`src/rtl/id_pkg.sv`:
```
// -----------------------------------------------------------------------------
// id_pkg
// Shared constants for the decode-stage instruction queue: register address
// width, rs/rt field positions inside a MIPS-style instruction word, and the
// hard-wired zero register that never creates a dependency.
// -----------------------------------------------------------------------------
package id_pkg;

    localparam int REG_ADDR_W = 5;

    localparam int RS_MSB = 25;
    localparam int RS_LSB = 21;
    localparam int RT_MSB = 20;
    localparam int RT_LSB = 16;

    localparam logic [REG_ADDR_W-1:0] ZERO_REG = 5'd0;

endpackage : id_pkg

```
`src/rtl/id_inst_queue_if.sv`:
```
// -----------------------------------------------------------------------------
// id_inst_queue_if
// Bundles every non-clock/reset signal of id_inst_queue.
//   slave  : the queue itself (accepts IF pushes, presents head to decode,
//            receives branch flush and load-destination hazard sources)
//   master : the surrounding pipeline (IF, decode, EX/MEM hazard sources)
// Signals:
//   in_valid/in_pc/in_inst/in_ready        IF -> queue handshake
//   out_valid/out_pc/out_inst/out_ready    queue -> decode handshake
//   br_flush                               taken branch resolved in decode
//   haz_valid/haz_waddr                    in-flight load destinations
//   stallreq_for_id                        load-use stall request
//   count                                  occupancy (debug/perf)
// -----------------------------------------------------------------------------
interface id_inst_queue_if #(
    parameter int DEPTH   = 4,
    parameter int PC_W    = 32,
    parameter int INST_W  = 32,
    parameter int NUM_HAZ = 2
);
    import id_pkg::*;

    logic                             in_valid;
    logic [PC_W-1:0]                  in_pc;
    logic [INST_W-1:0]                in_inst;
    logic                             in_ready;

    logic                             out_valid;
    logic [PC_W-1:0]                  out_pc;
    logic [INST_W-1:0]                out_inst;
    logic                             out_ready;

    logic                             br_flush;
    logic [NUM_HAZ-1:0]               haz_valid;
    logic [NUM_HAZ*REG_ADDR_W-1:0]    haz_waddr;
    logic                             stallreq_for_id;
    logic [$clog2(DEPTH+1)-1:0]       count;

    modport master (
        output in_valid, in_pc, in_inst, out_ready, br_flush, haz_valid, haz_waddr,
        input  in_ready, out_valid, out_pc, out_inst, stallreq_for_id, count
    );

    modport slave (
        input  in_valid, in_pc, in_inst, out_ready, br_flush, haz_valid, haz_waddr,
        output in_ready, out_valid, out_pc, out_inst, stallreq_for_id, count
    );

endinterface : id_inst_queue_if

```
`src/rtl/id_hazard_cmp.sv`:
```
// -----------------------------------------------------------------------------
// id_hazard_cmp
// Compares one in-flight load destination against the rs/rt fields of the
// instruction at the queue head.
// Ports:
//   haz_valid  in  source holds an in-flight load
//   haz_waddr  in  destination register of that load
//   rs, rt     in  source registers of the head instruction
//   hit        out load-use dependency (never for register $0)
// -----------------------------------------------------------------------------
module id_hazard_cmp
    import id_pkg::*;
(
    input  logic                  haz_valid,
    input  logic [REG_ADDR_W-1:0] haz_waddr,
    input  logic [REG_ADDR_W-1:0] rs,
    input  logic [REG_ADDR_W-1:0] rt,
    output logic                  hit
);

    assign hit = haz_valid && (haz_waddr != ZERO_REG) &&
                 ((haz_waddr == rs) || (haz_waddr == rt));

endmodule : id_hazard_cmp

```
`src/rtl/id_inst_queue.sv`:
```
// -----------------------------------------------------------------------------
// id_inst_queue
// DEPTH-entry {pc, inst} FIFO between IF and decode with load-use hazard
// blocking of the head entry and branch flush that keeps the delay slot.
// Ports:
//   clk     in  clock
//   resetn  in  asynchronous active-low reset
//   q_if    slave modport of id_inst_queue_if (handshakes, flush, hazards)
// Optional build macro ID_QUEUE_BYPASS_EN: when the queue is empty an incoming
// instruction is presented to decode in the same cycle and, if accepted, never
// written to storage. Without it the head only comes from storage (>=1 cycle
// latency) and in_ready depends on registered occupancy alone.
// -----------------------------------------------------------------------------
module id_inst_queue
    import id_pkg::*;
#(
    parameter int DEPTH   = 4,
    parameter int PC_W    = 32,
    parameter int INST_W  = 32,
    parameter int NUM_HAZ = 2
) (
    input logic            clk,
    input logic            resetn,
    id_inst_queue_if.slave q_if
);

    localparam int PTR_W = $clog2(DEPTH);
    localparam int CNT_W = $clog2(DEPTH + 1);
    localparam logic [CNT_W-1:0] FULL_CNT = CNT_W'(DEPTH);

    logic [PTR_W-1:0]  rd_ptr_q, rd_ptr_d;
    logic [PTR_W-1:0]  wr_ptr_q, wr_ptr_d;
    logic [CNT_W-1:0]  count_q, count_d;
    logic              slot_pending_q, slot_pending_d;

    logic [PC_W-1:0]   mem_pc_q   [DEPTH];
    logic [INST_W-1:0] mem_inst_q [DEPTH];
    logic              mem_we;

    logic              empty;
    logic              head_valid;
    logic [PC_W-1:0]   head_pc;
    logic [INST_W-1:0] head_inst;
    logic [NUM_HAZ-1:0] haz_hit;
    logic              stall;
    logic              out_fire;
    logic              in_ready;
    logic              push;
    logic              push_store;
    logic              pop_store;
    logic [CNT_W-1:0]  remaining;

    assign empty = (count_q == '0);

    // Head selection. Storage contents are undefined while empty, so the
    // outputs are forced to zero rather than exposing stale data.
    // NOTE: every variable assigned in an always_comb gets a default first,
    // otherwise an unassigned path infers a latch.
    always_comb begin
        head_valid = !empty;
        head_pc    = empty ? '0 : mem_pc_q[rd_ptr_q];
        head_inst  = empty ? '0 : mem_inst_q[rd_ptr_q];
`ifdef ID_QUEUE_BYPASS_EN
        if (empty && q_if.in_valid) begin
            head_valid = 1'b1;
            head_pc    = q_if.in_pc;
            head_inst  = q_if.in_inst;
        end
`endif
    end

    for (genvar i = 0; i < NUM_HAZ; i++) begin : g_haz
        id_hazard_cmp u_cmp (
            .haz_valid (q_if.haz_valid[i]),
            .haz_waddr (q_if.haz_waddr[i*REG_ADDR_W +: REG_ADDR_W]),
            .rs        (head_inst[RS_MSB:RS_LSB]),
            .rt        (head_inst[RT_MSB:RT_LSB]),
            .hit       (haz_hit[i])
        );
    end

    assign stall     = head_valid && (|haz_hit);
    assign out_fire  = head_valid && q_if.out_ready && !stall;
    assign pop_store = out_fire && !empty;

`ifdef ID_QUEUE_BYPASS_EN
    // At full the head comes from storage, so out_fire has no path from the
    // input side here and this cannot form a combinational loop.
    assign in_ready   = (count_q != FULL_CNT) || out_fire;
    assign push       = q_if.in_valid && in_ready;
    // An instruction consumed straight from the input never enters storage.
    assign push_store = push && !(empty && out_fire);
`else
    assign in_ready   = (count_q != FULL_CNT);
    assign push       = q_if.in_valid && in_ready;
    assign push_store = push;
`endif

    always_comb begin
        rd_ptr_d       = rd_ptr_q + PTR_W'(pop_store);
        remaining      = count_q - CNT_W'(pop_store);
        wr_ptr_d       = wr_ptr_q;
        count_d        = remaining;
        slot_pending_d = slot_pending_q;
        mem_we         = 1'b0;

        // The first accepted push after an empty flush is the delay slot.
        if (push && slot_pending_q) begin
            slot_pending_d = 1'b0;
        end

        if (q_if.br_flush && !slot_pending_q) begin
            if (remaining != '0) begin
                // Keep only the oldest surviving entry; a same-cycle push is
                // younger and is dropped with the rest.
                count_d  = CNT_W'(1);
                wr_ptr_d = rd_ptr_d + PTR_W'(1);
            end else if (push_store) begin
                mem_we   = 1'b1;
                count_d  = CNT_W'(1);
                wr_ptr_d = wr_ptr_q + PTR_W'(1);
            end else begin
                slot_pending_d = 1'b1;
            end
        end else if (push_store) begin
            mem_we   = 1'b1;
            count_d  = remaining + CNT_W'(1);
            wr_ptr_d = wr_ptr_q + PTR_W'(1);
        end
    end

    // NOTE: sequential state uses non-blocking assignments so every flop
    // samples the pre-edge values regardless of statement order.
    always_ff @(posedge clk or negedge resetn) begin
        if (!resetn) begin
            rd_ptr_q       <= '0;
            wr_ptr_q       <= '0;
            count_q        <= '0;
            slot_pending_q <= 1'b0;
        end else begin
            rd_ptr_q       <= rd_ptr_d;
            wr_ptr_q       <= wr_ptr_d;
            count_q        <= count_d;
            slot_pending_q <= slot_pending_d;
        end
    end

    // NOTE: the storage array is deliberately not reset; count/pointers
    // define which entries are live, and resetting RAM costs routing.
    always_ff @(posedge clk) begin
        if (mem_we) begin
            mem_pc_q[wr_ptr_q]   <= q_if.in_pc;
            mem_inst_q[wr_ptr_q] <= q_if.in_inst;
        end
    end

    assign q_if.in_ready        = in_ready;
    assign q_if.out_valid       = head_valid && !stall;
    assign q_if.out_pc          = head_pc;
    assign q_if.out_inst        = head_inst;
    assign q_if.stallreq_for_id = stall;
    assign q_if.count           = count_q;

endmodule : id_inst_queue
```
`src/flat_wrapper.sv`:
```
// flat-port wrapper written by rule: the top's interface ports become plain ports
module id_inst_queue_flat import id_pkg::*;
#(
    parameter int DEPTH   = 4,
    parameter int PC_W    = 32,
    parameter int INST_W  = 32,
    parameter int NUM_HAZ = 2
)
  (clk, resetn, q_if_in_valid, q_if_in_pc, q_if_in_inst, q_if_out_ready, q_if_br_flush, q_if_haz_valid, q_if_haz_waddr, q_if_in_ready, q_if_out_valid, q_if_out_pc, q_if_out_inst, q_if_stallreq_for_id, q_if_count);
  id_inst_queue_if #(.DEPTH(DEPTH), .PC_W(PC_W), .INST_W(INST_W), .NUM_HAZ(NUM_HAZ)) q_if_i ();
  input logic clk;
  input logic resetn;
  input wire logic [$bits(q_if_i.in_valid)-1:0] q_if_in_valid;
  input wire logic [$bits(q_if_i.in_pc)-1:0] q_if_in_pc;
  input wire logic [$bits(q_if_i.in_inst)-1:0] q_if_in_inst;
  input wire logic [$bits(q_if_i.out_ready)-1:0] q_if_out_ready;
  input wire logic [$bits(q_if_i.br_flush)-1:0] q_if_br_flush;
  input wire logic [$bits(q_if_i.haz_valid)-1:0] q_if_haz_valid;
  input wire logic [$bits(q_if_i.haz_waddr)-1:0] q_if_haz_waddr;
  output wire logic [$bits(q_if_i.in_ready)-1:0] q_if_in_ready;
  output wire logic [$bits(q_if_i.out_valid)-1:0] q_if_out_valid;
  output wire logic [$bits(q_if_i.out_pc)-1:0] q_if_out_pc;
  output wire logic [$bits(q_if_i.out_inst)-1:0] q_if_out_inst;
  output wire logic [$bits(q_if_i.stallreq_for_id)-1:0] q_if_stallreq_for_id;
  output wire logic [$bits(q_if_i.count)-1:0] q_if_count;
  assign q_if_i.in_valid = q_if_in_valid;
  assign q_if_i.in_pc = q_if_in_pc;
  assign q_if_i.in_inst = q_if_in_inst;
  assign q_if_i.out_ready = q_if_out_ready;
  assign q_if_i.br_flush = q_if_br_flush;
  assign q_if_i.haz_valid = q_if_haz_valid;
  assign q_if_i.haz_waddr = q_if_haz_waddr;
  assign q_if_in_ready = q_if_i.in_ready;
  assign q_if_out_valid = q_if_i.out_valid;
  assign q_if_out_pc = q_if_i.out_pc;
  assign q_if_out_inst = q_if_i.out_inst;
  assign q_if_stallreq_for_id = q_if_i.stallreq_for_id;
  assign q_if_count = q_if_i.count;
  id_inst_queue #(.DEPTH(DEPTH), .PC_W(PC_W), .INST_W(INST_W), .NUM_HAZ(NUM_HAZ)) u_core (.clk(clk), .resetn(resetn), .q_if(q_if_i));
endmodule
```
`config.mk`:
```
export PLATFORM = sky130hd
export DESIGN_NAME = id_inst_queue_flat
export DESIGN_NICKNAME = d
export VERILOG_FILES = /design/src/rtl/id_pkg.sv /design/src/rtl/id_inst_queue_if.sv /design/src/rtl/id_hazard_cmp.sv /design/src/rtl/id_inst_queue.sv /design/src/flat_wrapper.sv
export SDC_FILE = /design/constraint.sdc
export NUM_CORES = 1
export LEC_CHECK = 0
export BUFFER_PORTS_ARGS = -buffer_cell sky130_fd_sc_hd__buf_2
export CORE_MARGIN = 3
export CORE_UTILIZATION = 50
export CTS_BUF_LIST = sky130_fd_sc_hd__clkbuf_16
export DETAILED_ROUTE_END_ITERATION = 7
export MAX_ROUTING_LAYER = met4
export PLACE_DENSITY_LB_ADDON = 0.2
export REMOVE_ABC_BUFFERS = 1
export SETUP_SLACK_MARGIN = 0.5
export SYNTH_ARGS = -nofsm -noshare
export SYNTH_HDL_FRONTEND = slang
export SYNTH_SLANG_ARGS = --single-unit
```
`constraint.sdc`:
```
create_clock -name clk -period 6.08 [get_ports clk]
set_input_delay 0.912 -clock clk [delete_from_list [all_inputs] [get_ports clk]]
set_output_delay 0.912 -clock clk [all_outputs]
set_load 0.05 [all_outputs]
```
==> summary.md <==
| Metric | Value |
|---|---|
| Status | finished, final reports clean |
| Area grow syn2layout | 18.04% |
| Worst Hold Class | input pin to async pin |
| CP Class | register to register |
| GRT overflow | 0 |
| Largest net degree at the start of global routing | 65 |
| Final period utilization | 0.8386 |
| Synth area leaders | edfxtp_1, mux4_2, and2_1, dfrtp_1, ha_1 |
| Setup-failing EPs final | 0 |
| Crit-path cells | mux4_1 > a222oi_1 > o2111ai_1 > a211oi_1 > nor4_2 > and3_1 > ha_1 > ha_1 > ha_1 > and2_1 > nor2_1 > nor2_1 > and2_4 > buf_12 |
| Vias per cell | 5.725 |
| Die width | 152.5 um |
| RSZ-0062 raised after global routing | false |
| Combinational share of power | 0.443 |
| Setup crit end kind | register |
| Drt first pass iters | 5 |
| R2R Setup Slk | 0.98 ns |
| CP max stage cell | dfrtp_4 |
| Placed instance count | 945 |
| CTS buffer count | 27 |
| Clock Latency Late Sink | 0.53 ns |
| Power share of the clock group | 0.206 |
| Clk sinks | 264 |
| Asr flop ratio synth | 0.03030 |
| Die ar. | 23,240 um2 |
| Reg power frac | 0.351 |
| Std cell rows | 52 |
| CP required | 6.30 ns |
| Rel. slew slack | 0.4912 |
| Drt initial violations | 473 |
| Worst-margin pin slew | 0.7632 ns |
| Netlist Area Pre-Place | 10,720 um2 |
| Post-CTS Resized | 0 |
| Post-DP HPWL | ~13 mm |
| Fill cells | 1,491 |
| EDFF count, synth | around 260 |
| Die height | 152.5 um |
| Number of I/O port buffers | 150 |
| Nets@finish | 796 |
| Core Area | slightly above 20,000 um2 |
| First-pass GRT wire length | 34.02 mm |
| VDD IR max | between 0.3 and 0.4 mV |
| Final Power | 7.270 mW |
| P_int | 4.261 mW |
| Share of cells above drive strength 1 | 0.3710 |
| FF+latch count, synth | 264 |
| Crit-path max FO | 50 |
| Initial core utilization | 0.5200 |
| Antenna-violating nets left | 0 |
| Grt met3 use | 0.04573 |
| Hold Vio Cnt, Final | 0 |
| Register area share after synthesis | 0.7355 |
| Hold_buf cts | 0 |
| Worst EP arrival | 5.32 ns |
| Crit path buffers/inverters | 1 |
| Wire per inst | 21.58 um |
| Vias in the first global route | between 6k and 7k |
| Leak Pwr | 4.513 nW |
| Final cell count without fillers | 997 |
| Initial antenna violation count | 2 |
| Post-CTS setup buffers | 0 |
| Startpoint Class | register |
| Post-synth top area share | 0.7168 |
| Sw power | about 3.0 mW |
| Max incr delay on CP | 0.92 ns |
| Switching share of power | 0.4139 |
| Setup Skew | roughly 0.017 ns |
| Met2 Use GR | 0.2991 |
| Grt met1 use | 0.2526 |
| I/O Pins | approximately 150 |
| Crit-path leading delay family | simple AND/OR/NAND/NOR gates |
| Worst-path clk slew | 0.06 ns |
| CP dominant cell by count | ha_1 |
| Root Buffer Master | clkbuf_16 |
| Buffer depth of the longest clock path | 3 |
| Number of synthesis warnings | 0 |
| Pins over their slew limit | 0 |
| Min cycle time layout | 5.099 ns |
| Vias | 5,708 |
| Final design utilization | 0.6137 |
| Final WL | around 22 mm |
| Total track usage | 0.1891 |
| Remaining DRCs | 0 |
| Synth Flop Type | edfxtp_1 |
| CTS tree | done |
| CTS H-tree lvls | 1 |
| Cells after Synth | 542 |
| Highest clock rate | between 0.15 and 0.2 GHz |
| GP Congestion | 0.9602 |
| Yosys top cell by area | edfxtp_1 |
| Busiest layer in global routing | met2 |
| Pwr dens | 574.4 nW/um2 |
| Yosys cell types | 43 |
| Number of max-cap violations | 0 |
| Avg Cell Area, Syn | 19.79 um2 |
==> cell usage after synthesis (2+ instances only) <==
master,instances
o22ai_1,2
nor2b_1,2
clkbuf_1,10
mux4_2,60
mux2i_1,9
mux4_1,4
buf_1,3
dfrtp_1,8
or3_1,4
o211ai_1,2
and2_1,71
o21ai_0,4
xnor2_1,8
nand2b_1,2
a21oi_1,3
ha_1,10
inv_1,18
a32oi_1,2
nor2_1,7
a22oi_1,3
nor3_1,4
o2111ai_1,5
edfxtp_1,256
buf_2,10
nand2_1,5
xor2_1,3
nand3_1,11
==> state kept, by name, indices dropped and copies added, names as in the netlist <==
name and count:
u_core.rd_ptr_q 2, u_core.slot_pending_q 1, u_core.mem_pc_q 128, u_core.q_if.count 3, u_core.wr_ptr_q 2, u_core.mem_inst_q 128
==> worst reg2reg max path: cells and delay by family, from the launching register on <==
kind	cells	cell delay (ns)
AND/OR/NAND/NOR	6	1.58
flip-flops	1	0.92
AO/OA/AOI/OAI	3	0.89
adder cells (fa/ha/maj)	3	0.69
multiplexers	1	0.43
buffers and inverters	1	0.28
==> layout make-up <==
cell class,instances,area [um2],area share
flip-flops and latches,264,7895,0.6237
multi-input cells,235,2656,0.2098
repair buffers,159,880.8,0.06959
clock buffers,27,675.6,0.05338
well taps,270,337.8,0.02669
clock inverters,22,140.1,0.01107
inverters,18,67.56,0.005338
diodes,2,5.005,0.0003954
==> worst paths after layout <==
path                                                 start  cells past startpoint                                  to
setup / recovery              u_core.rd_ptr_q[1]$_DFF_PN0_                     14  u_core.mem_inst_q[2][13]$_DFFE_PP_
hold / removal                                      resetn                      1      u_core.q_if.count[2]$_DFF_PN0_
setup reg to reg              u_core.rd_ptr_q[1]$_DFF_PN0_                     14  u_core.mem_inst_q[2][13]$_DFFE_PP_
hold reg to reg            u_core.slot_pending_q$_DFF_PN0_                      2     u_core.slot_pending_q$_DFF_PN0_
max in group asynchronous                           resetn                      1        u_core.rd_ptr_q[0]$_DFF_PN0_
min in group clk           u_core.slot_pending_q$_DFF_PN0_                      2     u_core.slot_pending_q$_DFF_PN0_
==> metrics by stage <==
| step | TNS [ns] | area [um2] | hold WS, ns | setup WS, ns |
|---|---|---|---|---|
| 2_1_floorplan | -334.13 | 10600 | 0.4761 | -1.305 |
| 3_3_place_gp | 0 | 11820 | 0.5075 | 0.9760 |
| 3_5_place_dp | 0 | 11820 | 0.5044 | 0.7949 |
| 4_1_cts | 0 | 12630 | 0.2078 | 0.7757 |
| 5_1_grt | 0 | 12660 | 0.2039 | 0.6367 |
| 6_report | 0 | 12660 | 0.2134 | 0.9811 |
==> power groups by stage <==
stage / clock (mW) / combinational [mW] / sequential, mW
floorplan: 0 / 2.38 / 2.66
global placement: 0 / 3.14 / 2.63
detailed placement: 0 / 3.17 / 2.64
CTS: 1.53 / 3.18 / 2.60
global route: 1.61 / 3.41 / 2.59
finish: 1.50 / 3.22 / 2.56
==> metal layers <==
layer / vias to the layer above / share of wire
met5: - / 0
met4: 0 / 0.020
met3: 50 / 0.075
met2: 249 / 0.48
met1: 2895 / 0.42
li1: 2514 / -
==> cell usage in the layout, fill, tap and decap left out, types with 5 or more instances in the layout <==
| cell type | synthesis | routed |
|---|---|---|
| xnor2_1 | 8 | 8 |
| mux2i_1 | 9 | 9 |
| buf_2 | 10 | 150 |
| mux4_2 | 60 | 60 |
| and2_1 | 71 | 67 |
| nor2_1 | 7 | 7 |
| o2111ai_1 | 5 | 5 |
| inv_1 | 18 | 23 |
| nand3_1 | 11 | 11 |
| dfrtp_1 | 8 | 6 |
| ha_1 | 10 | 10 |
| clkinv_2 | 0 | 8 |
| clkbuf_16 | 0 | 27 |
| nand2_1 | 5 | 5 |
| buf_12 | 0 | 5 |
| edfxtp_1 | 256 | 256 |
| clkinv_1 | 0 | 5 |
==> kinds of logic after synthesis <==
family / synth area share
DFF: 0.7355
and+or+nand+nor: 0.06160
muxes: 0.1442
buffers and inverters: 0.01785
AOI/OAI and AO/OA: 0.02018
xor gates and xnor gates: 0.008984
adders and majority gates: 0.01167
(Power assumes the default switching activity.)
